==> src/rtl/uart_tx.sv <==
// UART transmitter: start bit, 5-8 data bits LSB first, optional parity, 1-2 stop bits.
// Each bit lasts 16 ticks of a divided clock; cts_n only gates acceptance of a new frame.
module uart_tx #(
  parameter int BAUD_RATE     = 115200,
  parameter int FREQUENCY_CLK = 50000000
) (
  input  logic       clk,
  input  logic       reset_n,
  input  logic [1:0] data_bit_num,
  input  logic       stop_bit_num,
  input  logic       parity_en,
  input  logic       parity_type,
  input  logic [7:0] tx_data,
  input  logic       tx_start,
  input  logic       cts_n,
  output logic       tx_busy,
  output logic       tx_done,
  output logic       tx
);

  localparam int DIV   = FREQUENCY_CLK / (16 * BAUD_RATE);
  localparam int DIV_W = (DIV > 1) ? $clog2(DIV) : 1;
  localparam logic [DIV_W-1:0] DIV_LAST = DIV_W'(DIV - 1);
  localparam logic [DIV_W-1:0] DIV_PRE  = DIV_W'((DIV > 1) ? (DIV - 2) : 0);

  typedef enum logic [2:0] {
    IDLE,
    START,
    DATA,
    PARITY,
    STOP
  } state_t;

  state_t           state;
  logic [DIV_W-1:0] div_cnt;
  logic [3:0]       tick_cnt;
  logic [2:0]       bit_idx;
  logic [7:0]       shift;
  logic [1:0]       data_bits_q;
  logic             stop_q;
  logic             parity_en_q;
  logic             parity_q;
  logic             stop_cnt;

  logic             tick;
  logic             bit_end;
  logic             final_next;
  logic             accept;
  logic [2:0]       last_idx;
  logic [7:0]       data_mask;
  logic             even_parity;

  assign data_mask   = 8'hFF >> (3'd3 - {1'b0, data_bit_num});
  assign even_parity = ^(tx_data & data_mask);
  assign last_idx    = 3'd4 + {1'b0, data_bits_q};
  assign accept      = tx_start && !cts_n && !tx_done;

  assign tick    = (div_cnt == DIV_LAST);
  assign bit_end = tick && (tick_cnt == 4'd15);

  // The last stop bit hands over to IDLE one clock early so that the tx_done
  // cycle itself is the final clock of the frame.
  assign final_next = (DIV > 1) ? ((tick_cnt == 4'd15) && (div_cnt == DIV_PRE))
                                : (tick_cnt == 4'd14);

  always_ff @(posedge clk or negedge reset_n) begin
    if (!reset_n) begin
      state       <= IDLE;
      div_cnt     <= '0;
      tick_cnt    <= '0;
      bit_idx     <= '0;
      shift       <= '0;
      data_bits_q <= '0;
      stop_q      <= 1'b0;
      parity_en_q <= 1'b0;
      parity_q    <= 1'b0;
      stop_cnt    <= 1'b0;
      tx          <= 1'b1;
      tx_busy     <= 1'b0;
      tx_done     <= 1'b0;
    end else begin
      tx_done <= 1'b0;
      if (state != IDLE) begin
        div_cnt <= tick ? '0 : div_cnt + 1'b1;
        if (tick) begin
          tick_cnt <= tick_cnt + 4'd1;
        end
      end

      case (state)
        IDLE: begin
          tx       <= 1'b1;
          div_cnt  <= '0;
          tick_cnt <= '0;
          if (accept) begin
            shift       <= tx_data & data_mask;
            data_bits_q <= data_bit_num;
            stop_q      <= stop_bit_num;
            parity_en_q <= parity_en;
            parity_q    <= parity_type ? even_parity : ~even_parity;
            state       <= START;
            tx          <= 1'b0;
            tx_busy     <= 1'b1;
          end
        end

        START: begin
          if (bit_end) begin
            state   <= DATA;
            bit_idx <= '0;
            tx      <= shift[0];
          end
        end

        DATA: begin
          if (bit_end) begin
            if (bit_idx == last_idx) begin
              if (parity_en_q) begin
                state <= PARITY;
                tx    <= parity_q;
              end else begin
                state    <= STOP;
                stop_cnt <= 1'b0;
                tx       <= 1'b1;
              end
            end else begin
              bit_idx <= bit_idx + 3'd1;
              shift   <= {1'b0, shift[7:1]};
              tx      <= shift[1];
            end
          end
        end

        PARITY: begin
          if (bit_end) begin
            state    <= STOP;
            stop_cnt <= 1'b0;
            tx       <= 1'b1;
          end
        end

        STOP: begin
          tx <= 1'b1;
          if (stop_cnt == stop_q) begin
            if (final_next) begin
              state    <= IDLE;
              tx_busy  <= 1'b0;
              tx_done  <= 1'b1;
              div_cnt  <= '0;
              tick_cnt <= '0;
            end
          end else if (bit_end) begin
            stop_cnt <= 1'b1;
          end
        end

        default: begin
          state   <= IDLE;
          tx      <= 1'b1;
          tx_busy <= 1'b0;
        end
      endcase
    end
  end

endmodule

==> config.mk <==
export PLATFORM = sky130hd
export DESIGN_NAME = uart_tx
export DESIGN_NICKNAME = d
export VERILOG_FILES = /design/src/rtl/uart_tx.sv
export SDC_FILE = /design/constraint.sdc
export NUM_CORES = 1
export LEC_CHECK = 0
export ABC_CLOCK_PERIOD_IN_PS = 2250
export BUFFER_PORTS_ARGS = -buffer_cell sky130_fd_sc_hd__buf_4
export CORE_MARGIN = 1.5
export CORE_UTILIZATION = 60
export CTS_BUF_LIST = sky130_fd_sc_hd__clkbuf_2 sky130_fd_sc_hd__clkbuf_4 sky130_fd_sc_hd__clkbuf_8
export DETAILED_ROUTE_END_ITERATION = 10
export PLACE_DENSITY = 0.94
export SETUP_SLACK_MARGIN = 0.15
export SYNTH_ARGS = -nofsm -noshare
export SYNTH_HDL_FRONTEND = slang
export SYNTH_SLANG_ARGS = --single-unit
==> constraint.sdc <==
create_clock -name clk -period 2.25 [get_ports clk]
set_clock_uncertainty 0.15 [all_clocks]
set_input_delay 0.1125 -clock clk [delete_from_list [all_inputs] [get_ports clk]]
set_output_delay 0.1125 -clock clk [all_outputs]
set_load 0.02 [all_outputs]
Yosys cells after proc, flatten, opt, wreduce, memory -nomap -nowiden:

Index checks and enable logic that the tools add are counted.

* input port bits: 17
* word-level logic and storage cells: 110
* register bits: 32

* reductions and logical operators: 20
* equal/unequal tests: 20
* add/subtract/negate cells: 5
* bitwise logic cells: 3
* multiplexer cells: 48
* shift operators: 1

Operators with widths (number)
* $mux 3: 11
* $mux 8: 3
* $ne 2x2->1 const B: 11
* $mux 5: 4
* $mux 1: 18
* $mux 4: 4
* $pmux 8 s2: 1
* $pmux 3 s5: 1
* $reduce_and 7->1: 2
* $reduce_and 4->1: 3
* $eq 5x5->1 const B: 2
* $pmux 5 s2: 1
* $and 8x8->8: 1
* $pmux 4 s2: 1
* $reduce_xor 8->1: 1
* $shr 8x3->8 const A: 1
* $eq 3x2->1 const B: 2
* $pmux 1 s3: 2
* $pmux 3 s2: 1
* $reduce_bool 3->1: 2
* $add 5x1->5 const B: 1
* $add 4x1->4 const B: 1
* $eq 4x4->1 const B: 1
* $logic_and 1x1->1: 4
* 15 further kinds: 18

Logic depth before layout (Yosys ltp):

* depth after elaboration: 6
* mapped depth: 8
* depth with buffers taken out: 7

Least setup slack after synthesis:

No wires, ideal clock.

* path type: reg2reg
* start: reg div_cnt[0]
* end: reg state[0]
* arrival: 1.608 ns
* path buffers: 0
* library setup time: 0.079 ns
* period minus slack after synthesis: 1.838 ns
* setup slack: 0.412 ns
* stages on the path, launching flop included: 8
* cells stage by stage: dfrtp_1 -> inv_1 -> ha_1 -> nand4b_2 -> nor2_2 -> o22ai_2 -> a2111oi_4 -> mux2i_1

* cells in the longest elaborated chain, start to end: 4

Ends and longest elaborated chain
* from (decl): RTL line 35 `logic [DIV_W-1:0] div_cnt;`
* from (signal assigned): RTL line 84 `div_cnt <= tick ? '0 : div_cnt + 1'b1;`
* $eq 5x5->1 (on tied branches): RTL line 58, 63
* $logic_and 1x1->1 (on tied branches): RTL line 59, 63
* $ne 2x2->1 (no line)
* $reduce_and 7->1 (no line) *
* to (signal assigned): RTL line 68 `state <= IDLE;`
* to (signal assigned): RTL line 101 `state <= START;`
* to (signal assigned): RTL line 109 `state <= DATA;`
* to (decl): RTL line 34 `state_t state;`

Every way passes the cells marked *; elsewhere a longest branch is shown, timed or not.
A chain may end at the register's enable or synchronous reset.

Worst setup path after layout:

* start: reg tick_cnt[0]
* end: reg state[0]

* cells in the longest elaborated chain, start to end: 4

Ends and longest elaborated chain
* from (decl): RTL line 36 `logic [3:0] tick_cnt;`
* from (signal assigned): RTL line 86 `tick_cnt <= tick_cnt + 4'd1;`
* $eq 4x4->1 *: RTL line 59, 63
* $logic_and 1x1->1 (on tied branches): RTL line 59, 63
* $ne 2x2->1 (no line)
* $reduce_and 7->1 (no line) *

Marks and branches as above.

==> out/metrics.yaml <==
outcome:
  outcome: "finished, final reports clean"
global_route:
  overflow: 0
  grt_max_degree: 33
  antenna_found_initial: 0
  grt_pass1_wl_mm: 6.81
  grt_pass1_vias: 1569
  track_usage: 0.272
power_and_ir_drop:
  power_density_nw_per_um2: 482
  p_leak_nw: 0.931
  finalPower_mw: 1.02
  peakVddDrop_uv: 432
yosys:
  synth_edf_count: 0
  yosysWarnings: 0
  netlist_instances: 181
  synth_cell_types: 42
  avgSynthCellArea_um2: 9.75
  ys_async_sr_fraction: 1.00
  yosys.area.top_type: "dfrtp_1"
  synth_area_leaders: "dfrtp_1 44%, nor2_1 5.1%, xnor2_1 5.0%"
  synth.top_cell.area_share: 0.439
  synth_ff_type: "dfrtp_1"
  ys_ff_latch: 32
  yosys.cell_count.top_type: "dfrtp_1"
  yosys-top-cells-count: "31 x dfrtp_1, 24 x nor2_1, 21 x nand2_1"
  syn-num-nets: 203
  syn_area_um2: 1770
  ys_seq_area_frac: 0.454
timing:
  fmax_mhz: 497
  max_slew_margin: 0.677
  finalCriticalPeriod_ns: 2.01
  final.setup.tns_ns: 0
  worst_pin_slew_ns: 0.481
  rsz0062_at_grt: "true"
  slew_violations: 0
  fin_ws_ns: 0.239
  hold_violations: 0
  finalSetupViolCount: 0
  min_period_over_period: 0.894
drt:
  wl_met1_mm: 1.56
  dr.max_layer_used: "met4"
  wl_per_cell_um: 15.6
  postRouteAntennaNets: 0
  wl_met3_um: 209
  drc_errors: 0
  vias: 1469
  detail_route.first_pass.iterations: 4
  viasPerCell: 5.97
  drtIter0Drc: 46
  wl_met2_mm: 2.00
  totalWireLength_mm: 3.84
critical_path:
  crit_start: "tick_cnt[0]$_DFF_PN0_"
  critPathCapture: "state[0]$_DFFE_PN0P_"
  required_ns: 2.38
  cp-start-kind: "register"
  timing.rr.end: "state[0]$_DFFE_PN0P_"
  regToRegSetupSlack_ns: 0.24
  crit_type: "reg -> reg"
  regToRegStartpoint: "tick_cnt[0]$_DFF_PN0_"
  cp.arrival_ns: 2.14
  worstPathMaxFanout: 4
  reg2reg_depth: 6
  cp-end-kind: "register"
cts:
  cts_post_setup_buffers_inserted: 0
  cts_buffer_depth: 2
  cts_made_buffers: 5
  worstSkewPairLatency_ns: 0.35
  cts_tree: "built"
  cts.sinks: 32
  root_buffer: "clkbuf_4"
  clk_pin_slew_ns: 0.10
  cts_htree_levels: 2
run:
  max_cap_violations: 0
floorplanning:
  rows: 19
  dieArea_um2: 3280
  die_height_um: 57.2
  ioPinCount: 20
  die_x_um: 57.2
  initial_utilization: 0.635
  core-area_um2: 2780
placed_design:
  place.port_buffers: 19
  place_congestion: 0.905
  place_ws_ns: 0.238
  dp_hpwl_mm: 2.75
finish:
  final_core_util: 0.762
  drive_gt1_frac: 0.223
  nets: 236
  area_growth_pct: 20.1
  fillers: 178
  diodes: 0
worst_hold_path:
  min_path_type: "in -> async"
[through the flow]
stage               hold WS, ns  instances  instance area (um2)
CTS                      0.0817        246                 2100
global route              0.118        246                 2120
global placement        -0.0878        227                 1930
finish                   0.0741        246                 2120
detailed placement      -0.0818        227                 1930
floorplan                -0.333        181                 1770
[layout by cell type, fill, tap and decap left out, types with 2 or more instances in the layout]
| cell type | synthesis | routed |
|---|---|---|
| a31oi_1 | 7 | 7 |
| nor3b_1 | 2 | 2 |
| mux2i_1 | 4 | 4 |
| nand2b_1 | 3 | 2 |
| nand2_1 | 21 | 21 |
| dfrtp_1 | 31 | 31 |
| a22o_1 | 2 | 2 |
| mux2_2 | 5 | 5 |
| a21oi_1 | 6 | 6 |
| nor4_1 | 2 | 2 |
| clkbuf_4 | 0 | 5 |
| xnor2_1 | 10 | 10 |
| dlygate4sd3_1 | 0 | 11 |
| nor3_1 | 5 | 5 |
| xor2_1 | 7 | 7 |
| inv_1 | 6 | 6 |
| nand3_1 | 4 | 4 |
| nand4_1 | 3 | 3 |
| nor2_1 | 24 | 24 |
| o21ai_0 | 6 | 6 |
| buf_4 | 2 | 21 |
| ha_1 | 5 | 5 |
| clkinv_2 | 0 | 2 |
[power breakdown]
| part | switching, mW | internal [mW] |
|---|---|---|
| Clock | 0.209 | 0.148 |
| Combinational | 0.0389 | 0.0509 |
| Sequential | 0 | 0.575 |
[cell type report]
class / count / area [um2] / area share
clock buffer: 6 / 51.3 / 0.0242
clock inverter: 2 / 10.0 / 0.00472
inverter: 6 / 22.5 / 0.0106
multi-input combinational: 136 / 916 / 0.432
sequential: 32 / 802 / 0.378
tap: 31 / 38.8 / 0.0183
timing repair buffer: 33 / 279 / 0.132
[layer usage]
metal	GRT usage	vias up
met4	0.106	0
met3	0.0590	10
met5	0	-
met1	0.331	716
li1	-	695
met2	0.471	48
[what timing repair did]
| action | CTS | global route |
|---|---|---|
| resized for setup | 0 | 7 |
| endpoints found under the hold margin | 42 | 0 |
| hold buffers | 11 | 0 |
| setup endpoints to repair | 0 | 16 |
[critical path: stages, from the launching register on]
cell       delay (ns)
dfrtp_1          0.40
ha_1             0.19
nand3_1          0.18
or3_4            0.41
nor2b_1          0.18
a2111oi_4        0.22
mux2i_1          0.22
[registers in the layout, indices dropped and copies added, names as in the netlist]
register / count
shift: 8
div_cnt: 5
tick_cnt: 4
bit_idx: 3
state: 3
data_bits_q: 2
parity_en_q: 1
parity_q: 1
stop_cnt: 1
stop_q: 1
tx: 1
tx_busy: 1
tx_done: 1
[kinds of logic after synthesis]
group | after synthesis | share of synthesized area
adder cells (fa/ha/maj) | 5 | 0.0354
AND/OR/NAND/NOR | 75 | 0.210
buffers and inverters | 13 | 0.0354
XOR/XNOR | 17 | 0.0843
AO/OA/AOI/OAI | 30 | 0.126
flip-flops | 32 | 0.454
multiplexers | 9 | 0.0546
[worst min path at each step]
stage                             endpoint  slack (ns)  cells past startpoint
floorplan           bit_idx[0]$_DFFE_PN0P_       -0.33                      0
global placement     tick_cnt[2]$_DFF_PN0_       -0.09                      1
detailed placement   tick_cnt[2]$_DFF_PN0_       -0.08                      1
CTS                    tx_busy$_DFFE_PN0P_        0.08                      2
global route           tx_busy$_DFFE_PN0P_        0.12                      2
finish               tick_cnt[1]$_DFF_PN0_        0.07                      2
(Power assumes the default switching activity.)
